**config.mk**
```make
export PLATFORM = sky130hd
export DESIGN_NAME = cg_ctrl
export DESIGN_NICKNAME = d
export VERILOG_FILES = /design/src/rtl/cg_ctrl.sv
export SDC_FILE = /design/constraint.sdc
export NUM_CORES = 1
export LEC_CHECK = 0
export CORE_MARGIN = 2
export CORE_UTILIZATION = 61
export CTS_CLUSTER_DIAMETER = 100
export DETAILED_ROUTE_END_ITERATION = 8
export PLACE_DENSITY_LB_ADDON = 0.12
export SETUP_SLACK_MARGIN = 0.2
export SYNTH_ARGS = -nofsm -noshare
export SYNTH_HDL_FRONTEND = slang
export SYNTH_SLANG_ARGS = --single-unit
```
**constraint.sdc**
```tcl
create_clock -name clk -period 6.1 [get_ports clk]
set_clock_uncertainty 0.05 [all_clocks]
set_input_delay 0.915 -clock clk [delete_from_list [all_inputs] [get_ports clk]]
set_output_delay 0.915 -clock clk [all_outputs]
set_load 0.05 [all_outputs]
```
**src/rtl/cg_ctrl.sv**
```systemverilog
// Clock-gate controller: turns a level clock-on request into an idle handshake,
// a hold window before gating, and a fixed wake window before release.
module cg_ctrl #(
    parameter int CNT_W       = 8,
    parameter int HOLD_CYCLES = 2,
    parameter int WAKE_CYCLES = 4,
    parameter int TIMEOUT     = 255
) (
    input  logic clk,
    input  logic rst_n,
    input  logic en_req_i,
    input  logic idle_ack_i,
    input  logic timeout_clr_i,
    output logic cg_en_o,
    output logic idle_req_o,
    output logic status_on_o,
    output logic busy_o,
    output logic timeout_o
);

    typedef enum logic [2:0] {
        ST_ON,
        ST_REQ_IDLE,
        ST_HOLD,
        ST_OFF,
        ST_WAKE
    } state_e;

    localparam logic [CNT_W-1:0] HOLD_LD     = CNT_W'(HOLD_CYCLES);
    localparam logic [CNT_W-1:0] WAKE_LD     = CNT_W'(WAKE_CYCLES);
    localparam logic [CNT_W-1:0] CNT_MAX     = '1;
    localparam logic [CNT_W:0]   TIMEOUT_LIM = (CNT_W+1)'(TIMEOUT);

    state_e           state_q, state_d;
    logic [CNT_W-1:0] cnt_q, cnt_d;
    logic             timeout_q, timeout_d;
    logic             timeout_set;
    logic [CNT_W-1:0] cnt_inc, cnt_dec;
    logic [CNT_W:0]   wait_next;
    logic             cg_en_q, idle_req_q, status_on_q, busy_q;

    // One counter serves as the REQ_IDLE wait timer and the HOLD/WAKE countdown.
    assign cnt_inc   = (cnt_q == CNT_MAX) ? cnt_q : cnt_q + 1'b1;
    assign cnt_dec   = (cnt_q == '0) ? cnt_q : cnt_q - 1'b1;
    assign wait_next = {1'b0, cnt_q} + (CNT_W+1)'(1);

    always_comb begin
        state_d     = state_q;
        cnt_d       = cnt_q;
        timeout_set = 1'b0;
        case (state_q)
            ST_ON: begin
                if (!en_req_i) begin
                    state_d = ST_REQ_IDLE;
                    cnt_d   = '0;
                end
            end
            ST_REQ_IDLE: begin
                if (en_req_i) begin
                    state_d = ST_ON;
                end else if (idle_ack_i) begin
                    state_d = ST_HOLD;
                    cnt_d   = HOLD_LD;
                end else begin
                    cnt_d = cnt_inc;
                    if ((TIMEOUT != 0) && (wait_next >= TIMEOUT_LIM)) begin
                        state_d     = ST_ON;
                        timeout_set = 1'b1;
                    end
                end
            end
            ST_HOLD: begin
                if (en_req_i) begin
                    state_d = ST_ON;
                end else if (!idle_ack_i) begin
                    state_d = ST_REQ_IDLE;
                    cnt_d   = '0;
                end else if (cnt_q <= CNT_W'(1)) begin
                    state_d = ST_OFF;
                end else begin
                    cnt_d = cnt_dec;
                end
            end
            ST_OFF: begin
                if (en_req_i) begin
                    state_d = ST_WAKE;
                    cnt_d   = WAKE_LD;
                end
            end
            ST_WAKE: begin
                if (cnt_q <= CNT_W'(1)) begin
                    state_d = ST_ON;
                end else begin
                    cnt_d = cnt_dec;
                end
            end
            default: begin
                state_d = ST_ON;
                cnt_d   = '0;
            end
        endcase
    end

    // Set takes priority over clear when both happen in the same cycle.
    assign timeout_d = timeout_set ? 1'b1 : (timeout_clr_i ? 1'b0 : timeout_q);

    always_ff @(posedge clk or negedge rst_n) begin
        if (!rst_n) begin
            state_q     <= ST_ON;
            cnt_q       <= '0;
            timeout_q   <= 1'b0;
            cg_en_q     <= 1'b1;
            idle_req_q  <= 1'b0;
            status_on_q <= 1'b1;
            busy_q      <= 1'b0;
        end else begin
            state_q     <= state_d;
            cnt_q       <= cnt_d;
            timeout_q   <= timeout_d;
            cg_en_q     <= (state_d != ST_OFF);
            idle_req_q  <= (state_d != ST_ON);
            status_on_q <= (state_d == ST_ON);
            busy_q      <= (state_d == ST_REQ_IDLE) || (state_d == ST_HOLD)
                           || (state_d == ST_WAKE);
        end
    end

    assign cg_en_o     = cg_en_q;
    assign idle_req_o  = idle_req_q;
    assign status_on_o = status_on_q;
    assign busy_o      = busy_q;
    assign timeout_o   = timeout_q;

endmodule

```
==> metrics.md <==
| Metric | Value |
|---|---|
| CTS tree | `done` |
| Crit Path Max Fanout | `11` |
| Max Clk Rate | `334 MHz` |
| CTS buffer count | `3` |
| Core Rows | `16` |
| Leakage | `0.511 nW` |
| Die area | `2350 um^2` |
| Top_reg_cell synth | `dfrtp_1` |
| Setup slack, reg-to-reg | `3.45 ns` |
| PortBufs | `9` |
| Horiz. Die Dim | `48.4 um` |
| Startpoint types | `primary input` |
| Total power | `0.336 mW` |
| Initial core utilization | `63.4%` |
| HP Class | `flop to flop` |
| Number of max-cap violations | `0` |
| Placeable core area | `1900 um^2` |
| CTS Sinks | `16` |
| Mapped Cells | `141` |
| H-tree levels | `1` |
| Synth area leaders | `dfrtp_1, dfstp_2, nor2_1` |
| Fin Hold WS | `0.496 ns` |
| Synthesized flop and latch total | `16` |
| Antenna violations before repair | `0` |
| Part of the Yosys area used for sequential elements | `33.4%` |
| Vias in the first global route | `1041` |
| Hold Buf Count CTS | `0` |
| Status | `finished clean` |
| First-pass GRT wire length | `4690 um` |
| Worst-margin pin slew | `1.08 ns` |
| Antenna viol nets, final | `0` |
| Grt ovf | `0` |
| Chip Height | `48.4 um` |
| Post-Syn Area per Cell | `8.55 um^2` |
| DRT Pass-1 Iters | `4` |
| Slew headroom | `28.1%` |
| Worst-path clk slew | `0.10 ns` |
| Fin. Hold Viols | `0` |
| Clock latency on the worst-skew pair | `0.29 ns` |
| Critical path class | `primary input to flop` |
| Post-synth cell types | `48` |
| WP data required | `6.27 ns` |
| # placed instances | `168` |
| Post-Synth XOR/XNOR Area | `2.18%` |
| # Post-CTS Setup Buffers | `0` |
| Synth Area in Simple Gates | `25.0%` |
| Cell chosen for the clock root | `clkbuf_4` |
| Post_cts resized | `0` |
| Post-synth EDFFs | `0` |
| Critical Path AT | `3.16 ns` |
| Total global-route track usage | `25.3%` |
| Vias | `1105` |
| RSZ-0062 raised after global routing | `false` |
| Mapped Nets | `150` |
| Fin cells | `172` |
| Pwr dens | `255 nW/um^2` |
| Avg WL per Cell | `16.0 um` |
| Peak VDD IR | `0.000170 V` |
| Async set-or-reset flop fraction in the synthesized netlist | `100%` |
| # IOs | `10` |
| Pins over their slew limit | `0` |
| CTS max path bufs | `2` |
| Largest net degree at the start of global routing | `17` |
| Area grow syn2layout | `9.03%` |
| Top cell type's share of synthesized area | `29.1%` |
| Synth Area in Compound Gates | `28.2%` |
| Gpl congestion | `0.932` |
| Setup_tns | `0 ns` |
| Fin crit period | `2.99 ns` |
| Share of layout cells above drive strength 1 | `8.28%` |
| Setup Viol. Count Final | `0` |
| Final nets | `155` |
| ANT cells | `0` |
| Drt drc | `0` |
| Routed vias/inst | `6.42` |
| Leading area contributor after synthesis | `dfrtp_1` |
| Critical path capture point type | `flop` |
| Top cells by count, synth | `dfrtp_1, nor2_1, nand2_1` |
| Initial DRC count | `24` |
| Fraction of the mapped netlist area in adder cells | `4.98%` |
| Yosys warning total | `0` |
| Final WL | `2740 um` |
| Syn Std Cell Area | `1200 um^2` |
| Main combinational cell family by area after synthesis | `compound AO/OA/AOI/OAI gates` |
| Crit share post-route | `49.1%` |
| Final HPWL DP | `2060 um` |
| Post-synthesis mux area share | `0%` |
[routing by layer]
layer	part of all wire [%]	up-vias	wire, um	global-route usage [%]
met5	0	-	0	0
met4	1.5	0	41	8.57
met3	5.4	6	149	2.78
met2	48	34	1310	42.4
met1	45	532	1250	34.3
li1	-	533	-	-
[final cells by class]
cell class,instances,area [um^2]
Multi-Input combinational cell,110,728
Fill cell,161,588
Sequential cell,16,403
Timing Repair Buffer,9,90.1
Clock buffer,4,36.3
Tap cell,27,33.8
Inverter,6,22.5
[final timing paths]
kind,start,to,cells after the start
setup reg to reg,cnt_q[0],cnt_q[1],6
setup / recovery,idle_ack_i,cnt_q[1],5
hold / removal,timeout_o,timeout_o,2
min in group asynchronous,rst_n,cnt_q[7],1
hold reg to reg,timeout_o,timeout_o,2
max in group asynchronous,rst_n,state_q[1],1
[worst max-delay path, stage by stage]
cell,delay [ns]
clkdlybuf4s50_1,0.55
o31a_1,0.39
a2111oi_2,0.96
o21ai_0,0.23
o21ai_0,0.11
[report_power, final]
part	switching, mW	internal (mW)	total, mW
Sequential	0.0178	0.118	0.136
Combinational	0.0781	0.0500	0.128
Clock	0.0350	0.0363	0.0713
Total	0.131	0.205	0.336
[layout by cell type, fill, tap and decap left out, types with 3 or more instances in the layout]
cell type / n
xnor2_1: 3
o31a_1: 4
nor4_1: 3
nand2b_1: 3
and3_1: 3
nor3_1: 3
o21ai_1: 4
nor2_1: 14
clkdlybuf4s50_1: 9
nand2_1: 13
o31ai_1: 3
nand3_1: 6
a21oi_1: 6
inv_1: 6
dfrtp_1: 14
o21ai_0: 8
ha_1: 4
clkbuf_4: 3
[registers in the layout, indices dropped and copies added (netlist names)]
register	count
timeout_o	1
idle_req_o	1
status_on_o	1
state_q	3
busy_o	1
cg_en_o	1
cnt_q	8
[metrics by stage]
step	utilization, %	setup WS [ns]	area [um^2]
2_1_floorplan	-	3.58	1200
3_3_place_gp	67.2	2.90	1280
3_5_place_dp	67.2	2.84	1280
4_1_cts	69.1	3.14	1310
5_1_grt	69.1	2.89	1310
6_report	69.1	3.11	1310
[cell families after synthesis]
logic type,Yosys count
buffers and inverters,15
adders and majority gates,5
xor gates and xnor gates,3
AOI/OAI and AO/OA,45
and+or+nand+nor,57
DFF,16
Power figures use the tool's default switching activity.
